$ cat src/rtl/le_tiros.sv
// Shot-table reader: on start, scans every slot once, hands loaded shots to
// a consumer over valid/ready, counts them and pulses done at the end.
module le_tiros #(
  parameter int unsigned N_TIROS = 16,
  parameter int unsigned ADDR_W  = 4,
  parameter int unsigned COOR_W  = 4
) (
  input  logic              clock,
  input  logic              reset,
  input  logic              iniciar_leitura,
  output logic [ADDR_W-1:0] mem_endereco,
  output logic              mem_leitura,
  input  logic              mem_loaded,
  input  logic [COOR_W-1:0] mem_coor_x,
  input  logic [COOR_W-1:0] mem_coor_y,
  input  logic [1:0]        mem_direcao,
  output logic              tiro_valido,
  input  logic              tiro_pronto,
  output logic [COOR_W-1:0] tiro_coor_x,
  output logic [COOR_W-1:0] tiro_coor_y,
  output logic [1:0]        tiro_direcao,
  output logic [ADDR_W-1:0] tiro_indice,
  output logic [ADDR_W:0]   qtd_tiros,
  output logic              ocupado,
  output logic              leitura_concluida,
  output logic [3:0]        db_estado
);

  localparam int unsigned QTD_W = ADDR_W + 1;
  localparam logic [ADDR_W-1:0] ULTIMO = ADDR_W'(N_TIROS - 1);

  typedef enum logic [2:0] {
    INICIAL   = 3'd0,
    ESPERA    = 3'd1,
    LE_MEM    = 3'd2,
    AVALIA    = 3'd3,
    ENTREGA   = 3'd4,
    PROXIMO   = 3'd5,
    CONCLUIDO = 3'd6
  } estado_t;

  estado_t             estado_q, estado_d;
  logic [ADDR_W-1:0]   end_q, end_d;
  logic [QTD_W-1:0]    qtd_q, qtd_d;
  logic [COOR_W-1:0]   x_q, x_d, y_q, y_d;
  logic [1:0]          dir_q, dir_d;
  logic [ADDR_W-1:0]   idx_q, idx_d;
  logic                leitura_q, leitura_d;
  logic                valido_q, valido_d;
  logic                ocupado_q, ocupado_d;
  logic                concluida_q, concluida_d;

  // State and all outputs are registered; flags are decoded from the next state.
  always_ff @(posedge clock or negedge reset) begin
    if (!reset) begin
      estado_q    <= INICIAL;
      end_q       <= '0;
      qtd_q       <= '0;
      x_q         <= '0;
      y_q         <= '0;
      dir_q       <= '0;
      idx_q       <= '0;
      leitura_q   <= 1'b0;
      valido_q    <= 1'b0;
      ocupado_q   <= 1'b0;
      concluida_q <= 1'b0;
    end else begin
      estado_q    <= estado_d;
      end_q       <= end_d;
      qtd_q       <= qtd_d;
      x_q         <= x_d;
      y_q         <= y_d;
      dir_q       <= dir_d;
      idx_q       <= idx_d;
      leitura_q   <= leitura_d;
      valido_q    <= valido_d;
      ocupado_q   <= ocupado_d;
      concluida_q <= concluida_d;
    end
  end

  // Next-state and datapath update
  always_comb begin
    estado_d = estado_q;
    end_d    = end_q;
    qtd_d    = qtd_q;
    x_d      = x_q;
    y_d      = y_q;
    dir_d    = dir_q;
    idx_d    = idx_q;
    case (estado_q)
      INICIAL: estado_d = ESPERA;
      ESPERA: begin
        if (iniciar_leitura) begin
          end_d    = '0;
          qtd_d    = '0;
          estado_d = LE_MEM;
        end
      end
      LE_MEM: estado_d = AVALIA;
      AVALIA: begin
        if (mem_loaded) begin
          x_d      = mem_coor_x;
          y_d      = mem_coor_y;
          dir_d    = mem_direcao;
          idx_d    = end_q;
          qtd_d    = qtd_q + QTD_W'(1);
          estado_d = ENTREGA;
        end else begin
          estado_d = PROXIMO;
        end
      end
      ENTREGA: begin
        if (tiro_pronto) estado_d = PROXIMO;
      end
      PROXIMO: begin
        if (end_q == ULTIMO) begin
          estado_d = CONCLUIDO;
        end else begin
          end_d    = end_q + ADDR_W'(1);
          estado_d = LE_MEM;
        end
      end
      CONCLUIDO: estado_d = ESPERA;
      default:   estado_d = INICIAL;
    endcase
  end

  // Output flags for the state being entered
  always_comb begin
    leitura_d   = (estado_d == LE_MEM);
    valido_d    = (estado_d == ENTREGA);
    ocupado_d   = (estado_d != INICIAL) && (estado_d != ESPERA);
    concluida_d = (estado_d == CONCLUIDO);
  end

  assign mem_endereco      = end_q;
  assign mem_leitura       = leitura_q;
  assign tiro_valido       = valido_q;
  assign tiro_coor_x       = x_q;
  assign tiro_coor_y       = y_q;
  assign tiro_direcao      = dir_q;
  assign tiro_indice       = idx_q;
  assign qtd_tiros         = qtd_q;
  assign ocupado           = ocupado_q;
  assign leitura_concluida = concluida_q;
  assign db_estado         = {1'b0, estado_q};

endmodule

$ cat config.mk
export PLATFORM = sky130hd
export DESIGN_NAME = le_tiros
export DESIGN_NICKNAME = d
export VERILOG_FILES = /design/src/rtl/le_tiros.sv
export SDC_FILE = /design/constraint.sdc
export NUM_CORES = 1
export LEC_CHECK = 0
export ABC_CLOCK_PERIOD_IN_PS = 1400
export CAP_MARGIN = 20
export CORE_AREA = 4 4 64 66
export CTS_BUF_LIST = sky130_fd_sc_hd__clkbuf_16
export CTS_CLUSTER_DIAMETER = 150
export DETAILED_ROUTE_END_ITERATION = 10
export DIE_AREA = 0 0 68 70
export PLACE_DENSITY = 0.72
export SETUP_SLACK_MARGIN = 0.15
export SYNTH_ARGS = -nofsm -noshare
export SYNTH_HDL_FRONTEND = slang
export SYNTH_SLANG_ARGS = --single-unit
$ cat constraint.sdc
create_clock -name clock -period 1.4 [get_ports clock]
set_input_delay 0.14 -clock clock [delete_from_list [all_inputs] [get_ports clock]]
set_output_delay 0.14 -clock clock [all_outputs]
set_load 0.01 [all_outputs]
Word-level counts from Yosys, hierarchy flattened
Cells that the tools add are included.
{ "totals": {"reg_bits": 30, "latch_bits": 0, "mem_bits_rw": 0, "mem_bits_ro": 0, "in_bits": 15, "output_inout_bits": 31, "word_cells": 47, "mem_count": 0} }
{ "classes": {"addsub": 2, "n_mul": 0, "div": 0, "order_cmp": 0, "n_eq_ne": 14, "shifts": 0, "muxes": 11, "n_bitwise": 0, "n_reduce_logical": 9} }
{ "ops": {"columns": ["cell", "n"], "rows": [
  ["3-bit case mux with 6 select lines", 1],
  ["3-bit == test, second input constant", 5],
  ["5-bit 2-to-1 mux", 2],
  ["5-bit case mux with 2 select lines", 1],
  ["3-bit by 2-bit == test with 1-bit output, second input constant", 3],
  ["3-bit 2-to-1 mux", 3],
  ["4-bit 2-to-1 mux", 2],
  ["4-bit case mux with 2 select lines", 1],
  ["2-bit inequality test, second input constant", 3],
  ["3-bit AND reduction", 2],
  ["5-bit by 1-bit adder with 5-bit output, second input constant", 1],
  ["4-bit by 1-bit adder with 4-bit output, second input constant", 1],
  ["4-bit == test, second input constant", 1],
  ["2-bit nonzero test", 2],
  ["3-bit by 1-bit == test with 1-bit output, second input constant", 1],
  ["3-bit zero test", 1],
  ["3-bit by 1-bit inequality test with 1-bit output, second input constant", 1],
  ["3-bit nonzero test", 1],
  ["2-bit AND reduction", 1],
  ["2-bit OR reduction", 1],
  ["1-bit logical AND", 1],
  ["1-bit 2-to-1 mux", 1]
]} }

Logic depth before layout (Yosys ltp)
Gate-level depths: netlist of the first run.
{ "logic_depth": {"ltp_word": 5, "ltp_mapped": 5, "depth_no_buf": 4} }

Worst setup path after synthesis of the first run
No wires, ideal clock.
{ "synth_timing": {"path_type": "register to register", "startpoint": "reg estado_q[2]", "endpoint": "reg x_q[0] (netlist: tiro_coor_x[0])", "setup_ns": 0.125, "arrival_ns": 1.369, "t_required_ns": 1.275, "setup_slack_ns": -0.094, "stages_incl_launch_ff": 5, "n_path_buf": 2, "period_less_slack_ns": 1.494, "path_cell_list": "dfrtp_1 buf_2 nand4b_2 buf_2 mux2_2"} }
{ "synth_between": {"elab_chain_len": 2} }
{ "synth_lines": {"columns": ["item", "line_no", "text"], "rows": [
  ["start: declaration", "42", "estado_t estado_q, estado_d;"],
  ["start signal: assignment", "68", "estado_q <= estado_d;"],
  ["3-bit by 2-bit == test with 1-bit output", "91", "case (estado_q)"],
  ["2-bit AND reduction (no source line)", null, null],
  ["end signal: assignment", "59", "x_q <= '0;"],
  ["end signal: assignment", "71", "x_q <= x_d;"],
  ["end: declaration", "45", "logic [COOR_W-1:0] x_q, x_d, y_q, y_d;"]
]} }
Every way passes these cells.
A chain may end at the register's enable or synchronous reset.

Worst setup path after layout of the first run
{ "layout_timing": {"startpoint": "reg estado_q[1]", "endpoint": "reg qtd_q[4] (netlist: qtd_tiros[4])"} }
{ "layout_between": {"elab_chain_len": 3, "elab_cells_between_ends": 7, "cone_classes": "4 x eq/ne; 1 x mux; 2 x reduce/logical"} }
{ "layout_lines": {"columns": ["item", "line_no", "text"], "rows": [
  ["3-bit by 2-bit == test with 1-bit output or 3-bit by 1-bit == test with 1-bit output (tied branches)", "91", null],
  ["2-bit inequality test (no source line) or 2-bit nonzero test (tied branches)", null, null],
  ["3-bit AND reduction (no source line)", null, null],
  ["end signal: assignment", "70", "qtd_q <= qtd_d;"],
  ["end: declaration", "44", "logic [QTD_W-1:0] qtd_q, qtd_d;"]
]} }
Several ways; a longest one is shown, not always the timed one.

==> out/metrics.json, run 1 <==
{
  "cells_and_area": {
    "insertedDiodeCount": 0,
    "stdcell_area_um2": 2340,
    "n_fill_cell": 286,
    "area_growth_syn_to_layout_pct": 72.6,
    "share_of_cells_above_drive_strength_1": 0.358,
    "final_nets": 206
  },
  "placed_design": {
    "detailed_placement_hpwl_mm": 2.24,
    "port-buffer-count": 44,
    "final_weighted_congestion_in_routability_driven_placement": 0.820,
    "detailed_place.area_um2": 1950
  },
  "global_route": {
    "wire_length_of_the_first_global_routing_pass_mm": 5.52,
    "grt_max_degree": 31,
    "grt_pass1_vias": 1204,
    "grt.overflow.total": 0,
    "antenna_found_initial": 0,
    "groute.usage.overall": 0.151
  },
  "route": {
    "detail-route-antenna-nets": 0,
    "postRouteWirelength_mm": 3.52,
    "wl_per_cell_um": 14.8,
    "post_drt_via_cell_ratio": 5.18,
    "detailedRoute.firstPassIterationCount": 4,
    "post-route-drc-count": 0,
    "detailedRoute.firstIterationViolations": 42,
    "route.vias.total": 1232
  },
  "critical_path": {
    "reg2reg_depth": 4,
    "worstSetupStartpoint": "estado_q[1]$_DFF_PN0_",
    "critical_path_peak_fanout": 5,
    "cp.arrival_ns": 1.57,
    "setup.worst_path.class": "reg -> reg",
    "r2r-end": "qtd_tiros[4]$_DFFE_PN0P_",
    "setup.worst_path.end": "qtd_tiros[4]$_DFFE_PN0P_",
    "worst_r2r_startpoint": "estado_q[1]$_DFF_PN0_",
    "worstPathRequired_ns": 1.60,
    "setup.worst_path.end_class": "flip-flop",
    "start_kind": "flip-flop",
    "register_to_register_path_setup_slack_ns": 0.03
  },
  "clock_tree": {
    "cts_sinks": 30,
    "max-clock-path-buffers": 2,
    "tritoncts.num_buffers": 5,
    "worst_setup_hold_path_clk_slew_ns": 0.05,
    "cts_tree": "built",
    "clk-insertion-delay-late_ns": 0.27,
    "cts-root-buf": "sky130_fd_sc_hd__clkbuf_16",
    "clock_tree.htree_level_count": 2
  },
  "power": {
    "clkPwrFrac": 0.209,
    "total_leakage_power_nw": 1.14,
    "vdd_ir_drop_max_mv": 1.06,
    "power_per_cell_area_nw_per_um2": 1990,
    "p_sw_mw": 1.52,
    "seq_power_share": 0.305,
    "combinational_share_of_power": 0.486,
    "p_sw_frac": 0.328,
    "p_int_mw": 3.12
  },
  "sta": {
    "setup_repair_after_global_routing_missed_its_margin": "true",
    "clock_skew_ns": 0.00600,
    "timing_max_transition_violations_final": 0,
    "hold_ws_ns": 0.260,
    "period_share": 0.981,
    "setup_violations": 0,
    "maxClockFrequency_ghz": 0.728,
    "final.min_clock_period_ns": 1.37,
    "report.final.hold_viol_count": 0
  },
  "floorplanning": {
    "core-area_um2": 3580,
    "initial_utilization": 0.378,
    "fp.dieW_um": 68,
    "row_count": 22,
    "die-height_um": 70,
    "die_area_um2": 4760,
    "ioPinCount": 46
  },
  "outcome": {
    "status": "complete, no violations"
  },
  "run": {
    "cap_violations": 0
  },
  "worst_hold_path": {
    "hp-class": "in -> async"
  },
  "synthesis": {
    "ys.flop_type": "sky130_fd_sc_hd__dfrtp_1",
    "yosysWarnings": 0,
    "synth_area_per_cell_um2": 11.4,
    "synth_edf_count": 0,
    "synth-seq-cells": 30,
    "synth.lib_cells_used.distinct": 32,
    "yosys.area.top_type": "sky130_fd_sc_hd__dfrtp_1",
    "synth.cell_area_um2": 1350,
    "yosys-top-cells-area": "sky130_fd_sc_hd__dfrtp_1 55%, sky130_fd_sc_hd__mux2_2 11%, sky130_fd_sc_hd__o21ai_0 3.3%",
    "yosys.cell_count.top_type": "sky130_fd_sc_hd__dfrtp_1",
    "synth_seq_area_share": 0.555,
    "post_synth_most_frequent_cells": "30 x sky130_fd_sc_hd__dfrtp_1, 13 x sky130_fd_sc_hd__mux2_2, 9 x sky130_fd_sc_hd__o21ai_0",
    "synth-async-reset-ratio": 1.00,
    "postSynthCellCount": 119,
    "postSynthNetCount": 136,
    "synthDominantCellAreaShare": 0.555
  }
}
what timing repair did:
action,in CTS,in global routing
setup endpoints to repair,34,32
gates cloned,0,0
setup buffers,13,1
hold buffers,0,0
gates resized for setup,40,44
pin swaps,7,10
power groups by stage:
stage	clock (mW)	sequential [mW]	combinational, mW
2_1_floorplan	0	1.57	0.722
3_3_place_gp	0	1.46	1.77
3_5_place_dp	0	1.47	1.80
4_1_cts	1.00	1.40	1.94
5_1_grt	1.04	1.45	2.45
6_report	0.970	1.41	2.25
flip-flops by register name, indices dropped and copies added (netlist names):
| register | cells |
|---|---|
| tiro_coor_y | 4 |
| tiro_coor_x | 4 |
| leitura_concluida | 1 |
| estado_q | 3 |
| mem_leitura | 1 |
| qtd_tiros | 5 |
| mem_endereco | 4 |
| tiro_valido | 1 |
| tiro_direcao | 2 |
| ocupado | 1 |
| tiro_indice | 4 |
metal layers:
metal  wire length (µm)  up-vias  global-route usage
met5                  0        -                   0
met4                 28        0              0.0486
met3                158        3              0.0450
met2               1860       28               0.255
met1               1470      615               0.179
li1                   -      586                   -
kinds of logic (layout without fill, tap and decap cells):
| family | count (synthesis) | in the layout | synth area share |
|---|---|---|---|
| buf+inv | 9 | 80 | 0.0305 |
| flops | 30 | 30 | 0.555 |
| fa+ha+maj | 2 | 2 | 0.0185 |
| mux | 14 | 14 | 0.116 |
| other cells | 1 | 1 | 0.00277 |
| simple gates | 36 | 36 | 0.156 |
| compound gates | 27 | 27 | 0.122 |
critical path, stage by stage (launching register included):
cell                      delay (ns)
sky130_fd_sc_hd__dfrtp_2        0.40
sky130_fd_sc_hd__buf_6          0.14
sky130_fd_sc_hd__mux2i_2        0.16
sky130_fd_sc_hd__or4_1          0.47
sky130_fd_sc_hd__a21oi_1        0.13
worst min-delay path by stage:
stage	to	slack (ns)	start
after floorplan	estado_q[0]$_DFF_PN0_	-0.16	reset
after global routing	tiro_valido$_DFF_PN0_	0.33	reset
after CTS	tiro_valido$_DFF_PN0_	0.28	reset
final	tiro_valido$_DFF_PN0_	0.26	reset
after global placement	tiro_indice[2]$_DFFE_PN0P_	0.47	tiro_indice[2]$_DFFE_PN0P_
after detailed placement	tiro_indice[2]$_DFFE_PN0P_	0.48	tiro_indice[2]$_DFFE_PN0P_
area by class of cell:
cell class              count  area, µm²  area share
clock inverters             3       12.5     0.00536
multi-input cells          80        723       0.310
repair buffers             69        647       0.277
well taps                  48       60.1      0.0257
flip-flops and latches     30        757       0.324
inverters                   3       11.3     0.00482
clock buffers               5        125      0.0536
through the flow:
| step | utilization | power (mW) | setup slack, ns | setup TNS (ns) | cells |
|---|---|---|---|---|---|
| after floorplan | - | 2.30 | 0.0664 | 0 | 119 |
| after global placement | 0.545 | 3.22 | -0.107 | -0.225 | 216 |
| after detailed placement | 0.545 | 3.27 | -0.150 | -0.602 | 216 |
| after CTS | 0.614 | 4.33 | 0.0195 | 0 | 237 |
| after global routing | 0.653 | 4.94 | -0.0303 | -0.0303 | 238 |
| final | 0.653 | 4.64 | 0.0264 | 0 | 238 |
cells in the final DEF, fill, tap and decap left out, types with 2 or more instances in the layout:
cell and n:
sky130_fd_sc_hd__a21oi_1 6, sky130_fd_sc_hd__o21ai_0 4, sky130_fd_sc_hd__clkbuf_16 5, sky130_fd_sc_hd__clkdlybuf4s15_1 2
sky130_fd_sc_hd__dlygate4sd2_1 26, sky130_fd_sc_hd__clkdlybuf4s50_1 14, sky130_fd_sc_hd__nand4b_1 2, sky130_fd_sc_hd__mux2_4 13
sky130_fd_sc_hd__nand3_1 5, sky130_fd_sc_hd__o21ai_1 5, sky130_fd_sc_hd__buf_4 17, sky130_fd_sc_hd__buf_8 2
sky130_fd_sc_hd__nor2_4 3, sky130_fd_sc_hd__a21o_1 2, sky130_fd_sc_hd__nand2b_1 2, sky130_fd_sc_hd__buf_12 2
sky130_fd_sc_hd__inv_1 3, sky130_fd_sc_hd__o31ai_1 2, sky130_fd_sc_hd__nand3b_1 3, sky130_fd_sc_hd__o31a_1 2
sky130_fd_sc_hd__a21oi_2 2, sky130_fd_sc_hd__nand2_1 5, sky130_fd_sc_hd__dfrtp_1 25, sky130_fd_sc_hd__buf_6 5
sky130_fd_sc_hd__nor2_1 2, sky130_fd_sc_hd__nand2b_4 2, sky130_fd_sc_hd__or4_1 2, sky130_fd_sc_hd__dfrtp_2 5
Note: power is estimated with default switching activity, not from simulation.
==> inputs of run 2 (changes only) <==
==> constraint.sdc (replaced) <==
create_clock -name clock -period 1.4 [get_ports clock]
set_input_delay 0.14 -clock clock [delete_from_list [all_inputs] [get_ports clock]]
set_output_delay 0.14 -clock clock [all_outputs]
set_load 0.02 [all_outputs]
==> out/metrics.json, run 2 (synthesis results as in run 1) <==
{
  "outcome": {
    "status": "complete, no violations"
  },
  "floorplanning": {
    "row_count": {"value": 22, "change": "unchanged"},
    "fp.dieW": {"value": 68, "unit": "µm", "change": "unchanged"},
    "die_area": {"value": 4760, "unit": "µm²", "change": "unchanged"},
    "core-area": {"value": 3580, "unit": "µm²", "change": "unchanged"},
    "initial_utilization": {"value": 0.378, "change": "unchanged"},
    "die-height": {"value": 70, "unit": "µm", "change": "unchanged"},
    "ioPinCount": {"value": 46, "change": "unchanged"}
  },
  "cells_and_area": {
    "mostFrequentLayoutCells": "27 x sky130_fd_sc_hd__dlygate4sd2_1, 25 x sky130_fd_sc_hd__dfrtp_1, 21 x sky130_fd_sc_hd__buf_4",
    "share_of_cells_above_drive_strength_1": {"value": 0.330, "change": "-0.0281"},
    "n_fill_cell": {"value": 301, "change": "+5.2%"},
    "final_core_util": {"value": 0.623, "change": "-0.0294"},
    "layout_commonest_cell": "sky130_fd_sc_hd__dlygate4sd2_1",
    "multi_input_area": {"value": 628, "unit": "µm²", "change": "-13%"},
    "insertedDiodeCount": {"value": 0, "change": "unchanged"},
    "final_nets": {"value": 204, "change": "-0.97%"},
    "final-seq-area": {"value": 757, "unit": "µm²", "change": "unchanged"},
    "area_growth_syn_to_layout_pct": 64.8,
    "largest_register_ff_count": {"value": 5, "change": "unchanged"}
  },
  "power": {
    "total_leakage_power": {"value": 1.07, "unit": "nW", "change": "-6.0%"},
    "p_int": {"value": 3.21, "unit": "mW", "change": "+3.0%"},
    "vdd_ir_drop_max": {"value": 1.08, "unit": "mV", "change": "+2.0%"},
    "combinational_share_of_power": {"value": 0.429, "change": "-0.057"},
    "p_sw": {"value": 1.69, "unit": "mW", "change": "+11%"},
    "clkPwrFrac": {"value": 0.278, "change": "+0.069"},
    "seq_power_share": {"value": 0.293, "change": "-0.012"},
    "power_per_cell_area": {"value": 2200, "unit": "nW/µm²", "change": "+11%"},
    "p_sw_frac": {"value": 0.345, "change": "+0.0167"},
    "total_power": {"value": 4.90, "unit": "mW", "change": "+5.6%"}
  },
  "route": {
    "post_drt_via_cell_ratio": {"value": 5.13, "change": "-0.95%"},
    "route.vias.total": {"value": 1210, "change": "-1.8%"},
    "wl_per_cell": {"value": 14.5, "unit": "µm", "change": "-1.8%"},
    "postRouteWirelength": {"value": 3.42, "unit": "mm", "change": "-2.7%"},
    "post-route-drc-count": {"value": 0, "change": "unchanged"},
    "detailedRoute.firstIterationViolations": {"value": 61, "change": "+45%"},
    "detail-route-antenna-nets": {"value": 0, "change": "unchanged"},
    "detailedRoute.firstPassIterationCount": {"value": 4, "change": "unchanged"}
  },
  "sta": {
    "report.final.hold_viol_count": {"value": 0, "change": "unchanged"},
    "final.min_clock_period": {"value": 1.33, "unit": "ns", "change": "-0.0400 ns"},
    "setup_violations": {"value": 0, "change": "unchanged"},
    "period_share": {"value": 0.953, "change": "-0.0286"},
    "clock_skew": {"value": 0.00111, "unit": "ns", "change": "-0.00489 ns"},
    "setup_repair_after_global_routing_missed_its_margin": "true",
    "timing_max_transition_violations_final": {"value": 0, "change": "unchanged"},
    "hold_ws": {"value": 0.260, "unit": "ns", "change": "+0.000381 ns"},
    "maxClockFrequency": {"value": 0.750, "unit": "GHz", "change": "+3.0%"}
  },
  "clock_tree": {
    "worst_setup_hold_path_clk_slew": {"value": 0.05, "unit": "ns", "change": "about the same"},
    "max-clock-path-buffers": {"value": 2, "change": "unchanged"},
    "cts_sinks": {"value": 30, "change": "unchanged"},
    "clock_tree.htree_level_count": {"value": 2, "change": "unchanged"},
    "post_cts_hold_buffer_count": {"value": 0, "change": "unchanged"},
    "clk-insertion-delay-late": {"value": 0.27, "unit": "ns", "change": "about the same"},
    "cts-root-buf": "sky130_fd_sc_hd__clkbuf_16",
    "tritoncts.num_buffers": {"value": 5, "change": "unchanged"},
    "cts_tree": "built"
  },
  "critical_path": {
    "setup.worst_path.end_class": "flip-flop",
    "register_to_register_path_setup_slack": {"value": 0.07, "unit": "ns", "change": "+0.04 ns"},
    "setup.worst_path.class": "reg -> reg",
    "cp.arrival": {"value": 1.53, "unit": "ns", "change": "-0.04 ns"},
    "reg2reg_depth": {"value": 3, "change": "-1"},
    "worstPathRequired": {"value": 1.60, "unit": "ns", "change": "about the same"},
    "critical_path_peak_fanout": {"value": 6, "change": "+1"},
    "start_kind": "flip-flop",
    "worst_r2r_startpoint": "estado_q[1]$_DFF_PN0_",
    "r2r-end": "qtd_tiros[3]$_DFFE_PN0P_"
  },
  "global_route": {
    "grt.overflow.total": {"value": 0, "change": "unchanged"},
    "grt_max_degree": {"value": 31, "change": "unchanged"},
    "groute.usage.overall": {"value": 0.152, "change": "+0.000959"},
    "wire_length_of_the_first_global_routing_pass": {"value": 5.49, "unit": "mm", "change": "-0.51%"},
    "antenna_found_initial": {"value": 0, "change": "unchanged"},
    "grt_pass1_vias": {"value": 1188, "change": "-1.3%"}
  },
  "run": {
    "cap_violations": {"value": 0, "change": "unchanged"}
  },
  "worst_hold_path": {
    "hp-class": "in -> async"
  },
  "placed_design": {
    "detailed_placement_hpwl": {"value": 2.40, "unit": "mm", "change": "+7.3%"},
    "port-buffer-count": {"value": 44, "change": "unchanged"},
    "final_weighted_congestion_in_routability_driven_placement": {"value": 0.771, "change": "-6.0%"}
  }
}
[run 2: cell type report]
cell class              count  area share
well taps                  48      0.0269
inverters                   3     0.00505
multi-input cells          80       0.282
clock buffers               5      0.0561
clock inverters             3      0.0286
flip-flops and latches     30       0.339
repair buffers             67       0.262
[run 2: worst max-delay path by stage]
stage,from,endpoint,slack (ns),cells after the start
after floorplan,estado_q[1]$_DFF_PN0_,qtd_tiros[4]$_DFFE_PN0P_,0.03,3
after global placement,iniciar_leitura,mem_endereco[2]$_DFFE_PN0P_,-0.06,5
after detailed placement,mem_loaded,qtd_tiros[3]$_DFFE_PN0P_,-0.11,4
after CTS,estado_q[1]$_DFF_PN0_,qtd_tiros[3]$_DFFE_PN0P_,0.04,3
after global routing,estado_q[2]$_DFF_PN0_,tiro_coor_x[0]$_DFFE_PN0P_,0.02,4
final,estado_q[1]$_DFF_PN0_,qtd_tiros[3]$_DFFE_PN0P_,0.07,3
[run 2: metrics by stage]
stage / std cells / instance area (µm²) / setup WS (ns) / setup TNS, ns
floorplan: 119 / 1400 / 0.0315 / 0
global placement: 218 / 1970 / -0.0583 / -0.753
detailed placement: 218 / 1970 / -0.115 / -1.36
CTS: 233 / 2200 / 0.0350 / 0
global route: 236 / 2230 / 0.0201 / 0
finish: 236 / 2230 / 0.0664 / 0
[run 2: timing repair]
| action | CTS | global route |
|---|---|---|
| cloned | 0 | 0 |
| setup buffers | 7 | 3 |
| pin swaps | 6 | 0 |
| resized for setup | 38 | 9 |
| endpoints found under the setup margin | 49 | 27 |
[run 2: power by group through the flow]
| stage | combinational [mW] | sequential [mW] | clock, mW |
|---|---|---|---|
| after floorplan | 0.729 | 1.81 | 0 |
| after global placement | 2.00 | 1.48 | 0 |
| after detailed placement | 2.06 | 1.50 | 0 |
| after CTS | 2.01 | 1.45 | 1.39 |
| after global routing | 2.28 | 1.48 | 1.44 |
| final | 2.10 | 1.44 | 1.36 |
[run 2: worst max-delay path, cell delays in order (launching register included)]
cell	delay (ns)
sky130_fd_sc_hd__dfrtp_2	0.44
sky130_fd_sc_hd__mux2i_2	0.18
sky130_fd_sc_hd__or4_4	0.49
sky130_fd_sc_hd__a21oi_2	0.14
[run 2: routing by layer]
| layer | GRT usage | wire (µm) | part of all wire | up-vias |
|---|---|---|---|---|
| met3 | 0.0579 | 190 | 0.056 | 4 |
| met5 | 0 | 0 | 0 | - |
| met1 | 0.186 | 1380 | 0.40 | 588 |
| met2 | 0.253 | 1840 | 0.54 | 48 |
| li1 | - | - | - | 570 |
| met4 | 0.0265 | 13 | 0.0038 | 0 |
==> inputs of run 3 (changes only) <==
--- a/config.mk
+++ b/config.mk
@@ -7,13 +7,14 @@
 export LEC_CHECK = 0
 export ABC_CLOCK_PERIOD_IN_PS = 1400
 export CAP_MARGIN = 20
-export CORE_AREA = 4 4 64 66
+export CORE_AREA = 2 2 62 64
 export CTS_BUF_LIST = sky130_fd_sc_hd__clkbuf_16
 export CTS_CLUSTER_DIAMETER = 150
 export DETAILED_ROUTE_END_ITERATION = 10
-export DIE_AREA = 0 0 68 70
+export DIE_AREA = 0 0 64 66
 export PLACE_DENSITY = 0.72
 export SETUP_SLACK_MARGIN = 0.15
+export SLEW_MARGIN = 20
 export SYNTH_ARGS = -nofsm -noshare
 export SYNTH_HDL_FRONTEND = slang
 export SYNTH_SLANG_ARGS = --single-unit
==> out/metrics.json, run 3 (synthesis results as in run 1) <==
{
  "sta": {
    "report.final.hold_viol_count": {"value": 0, "change": "unchanged"},
    "timing_max_transition_violations_final": {"value": 0, "change": "unchanged"},
    "setup_violations": {"value": 0, "change": "unchanged"},
    "period_share": {"value": 0.971, "change": "+0.0183"},
    "maxClockFrequency": {"value": 0.736, "unit": "GHz", "change": "-1.9%"},
    "final.min_clock_period": {"value": 1.36, "unit": "ns", "change": "+0.0256 ns"},
    "setup_repair_after_global_routing_missed_its_margin": "true",
    "clock_skew": {"value": 0.00458, "unit": "ns", "change": "+0.00347 ns"}
  },
  "route": {
    "wl_per_cell": {"value": 15.3, "unit": "µm", "change": "+5.7%"},
    "detailedRoute.firstIterationViolations": {"value": 62, "change": "+1.6%"},
    "detailedRoute.firstPassIterationCount": {"value": 4, "change": "unchanged"},
    "post_drt_via_cell_ratio": {"value": 5.30, "change": "+3.3%"},
    "detail-route-antenna-nets": {"value": 0, "change": "unchanged"},
    "postRouteWirelength": {"value": 3.60, "unit": "mm", "change": "+5.2%"},
    "route.vias.total": {"value": 1245, "change": "+2.9%"},
    "post-route-drc-count": {"value": 0, "change": "unchanged"}
  },
  "clock_tree": {
    "cts-root-buf": "sky130_fd_sc_hd__clkbuf_16",
    "tritoncts.num_buffers": {"value": 5, "change": "unchanged"},
    "clk-insertion-delay-late": {"value": 0.27, "unit": "ns", "change": "about the same"},
    "worst_setup_hold_path_clk_slew": {"value": 0.05, "unit": "ns", "change": "about the same"},
    "post_cts_hold_buffer_count": {"value": 0, "change": "unchanged"},
    "cts_sinks": {"value": 30, "change": "unchanged"},
    "clock_tree.htree_level_count": {"value": 2, "change": "unchanged"},
    "cts_tree": "built",
    "max-clock-path-buffers": {"value": 2, "change": "unchanged"}
  },
  "floorplanning": {
    "core-area": {"value": 3550, "unit": "µm²", "change": "-0.77%"},
    "fp.dieW": {"value": 64, "unit": "µm", "change": "-5.9%"},
    "ioPinCount": {"value": 46, "change": "unchanged"},
    "die-height": {"value": 66, "unit": "µm", "change": "-5.7%"},
    "die_area": {"value": 4220, "unit": "µm²", "change": "-11%"},
    "initial_utilization": {"value": 0.381, "change": "+0.00293"},
    "row_count": {"value": 22, "change": "unchanged"}
  },
  "placed_design": {
    "place.detailed.instances": {"value": 218, "change": "unchanged"},
    "detailed_place.area": {"value": 1970, "unit": "µm²", "change": "unchanged"},
    "final_weighted_congestion_in_routability_driven_placement": {"value": 0.789, "change": "+2.3%"},
    "detailed_placement_hpwl": {"value": 2.33, "unit": "mm", "change": "-2.7%"},
    "port-buffer-count": {"value": 44, "change": "unchanged"}
  },
  "critical_path": {
    "setup.worst_path.end_class": "flip-flop",
    "setup.worst_path.class": "reg -> reg",
    "start_kind": "flip-flop",
    "cp.arrival": {"value": 1.51, "unit": "ns", "change": "-0.02 ns"},
    "worstPathRequired": {"value": 1.55, "unit": "ns", "change": "-0.05 ns"},
    "critical_path_peak_fanout": {"value": 8, "change": "+2"}
  },
  "power": {
    "total_leakage_power": {"value": 1.08, "unit": "nW", "change": "+1.1%"},
    "vdd_ir_drop_max": {"value": 1.03, "unit": "mV", "change": "-4.3%"},
    "power_per_cell_area": {"value": 2180, "unit": "nW/µm²", "change": "-0.66%"},
    "total_power": {"value": 4.98, "unit": "mW", "change": "+1.7%"}
  },
  "cells_and_area": {
    "stdcell_area": {"value": 2280, "unit": "µm²", "change": "+2.4%"},
    "layout_commonest_cell": "sky130_fd_sc_hd__dlygate4sd2_1",
    "insertedDiodeCount": {"value": 0, "change": "unchanged"},
    "share_of_cells_above_drive_strength_1": {"value": 0.353, "change": "+0.0232"},
    "layout.cells.non_filler": {"value": 235, "change": "-0.42%"},
    "final_nets": {"value": 203, "change": "-0.49%"},
    "mostFrequentLayoutCells": "26 x sky130_fd_sc_hd__dlygate4sd2_1, 25 x sky130_fd_sc_hd__dfrtp_1, 17 x sky130_fd_sc_hd__buf_4",
    "largest_register_ff_count": {"value": 5, "change": "unchanged"},
    "area_growth_syn_to_layout_pct": 68.8
  },
  "global_route": {
    "grt_pass1_vias": {"value": 1262, "change": "+6.2%"},
    "grt.overflow.total": {"value": 0, "change": "unchanged"},
    "grt_max_degree": {"value": 31, "change": "unchanged"},
    "wire_length_of_the_first_global_routing_pass": {"value": 5.79, "unit": "mm", "change": "+5.4%"},
    "antenna_found_initial": {"value": 0, "change": "unchanged"},
    "groute.usage.overall": {"value": 0.182, "change": "+0.0304"}
  },
  "run": {
    "cap_violations": {"value": 0, "change": "unchanged"}
  },
  "outcome": {
    "status": "complete, no violations"
  },
  "worst_hold_path": {
    "hp-class": "in -> async"
  }
}
-- run 3: final timing paths --
path	from	end	slack (ns)	depth (start not counted)
min in group clock	mem_direcao[1]	tiro_direcao[1]$_DFFE_PN0P_	0.48	2
max in group asynchronous	reset	estado_q[0]$_DFF_PN0_	0.84	2
setup / recovery	estado_q[1]$_DFF_PN0_	tiro_coor_x[2]$_DFFE_PN0P_	0.04	4
setup reg to reg	estado_q[1]$_DFF_PN0_	tiro_coor_x[2]$_DFFE_PN0P_	0.04	4
hold / removal	reset	mem_endereco[3]$_DFFE_PN0P_	0.27	2
hold reg to reg	tiro_indice[2]$_DFFE_PN0P_	tiro_indice[2]$_DFFE_PN0P_	0.49	2
-- run 3: worst max-delay path, cell delays in order (launching register included) --
cell,delay [ns]
sky130_fd_sc_hd__dfrtp_2,0.44
sky130_fd_sc_hd__buf_4,0.17
sky130_fd_sc_hd__nand4b_4,0.13
sky130_fd_sc_hd__clkbuf_16,0.17
sky130_fd_sc_hd__mux2_2,0.32
-- run 3: metrics by stage --
step	utilization	worst slack [ns]	TNS, ns	hold slack, ns
2_1_floorplan	-	0.0315	0	-0.156
3_3_place_gp	0.554	-0.0947	-0.898	0.486
3_5_place_dp	0.554	-0.122	-1.41	0.493
4_1_cts	0.615	0.0519	0	0.273
5_1_grt	0.643	-0.0230	-0.0344	0.292
6_report	0.643	0.0408	0	0.265
-- run 3: layer usage --
metal / track usage / part of all wire / up-vias
met5: 0 / 0 / -
met2: 0.320 / 0.52 / 48
met1: 0.204 / 0.41 / 621
met3: 0.0426 / 0.041 / 7
met4: 0.0978 / 0.023 / 0
li1: - / - / 569
-- run 3: cell type report --
type,instances,area [µm²]
clock inverter,3,63.8
tap,48,60.1
timing repair buffer,66,617
clock buffer,5,125
sequential,30,757
inverter,3,11.3
multi-input combinational,80,651
fill,279,1270
-- run 3: report_power, final --
group | internal [mW] | leakage (nW) | switching (mW)
registers | 1.19 | 0.379 | 0.233
logic | 1.06 | 0.612 | 1.14
clock network | 1.01 | 0.0915 | 0.349
-- run 3: repair_timing --
item | in CTS | in global routing
pin swaps | 3 | 4
cloned | 0 | 2
endpoints found under the setup margin | 50 | 24
gates resized for setup | 38 | 17
buffers inserted | 4 | 3
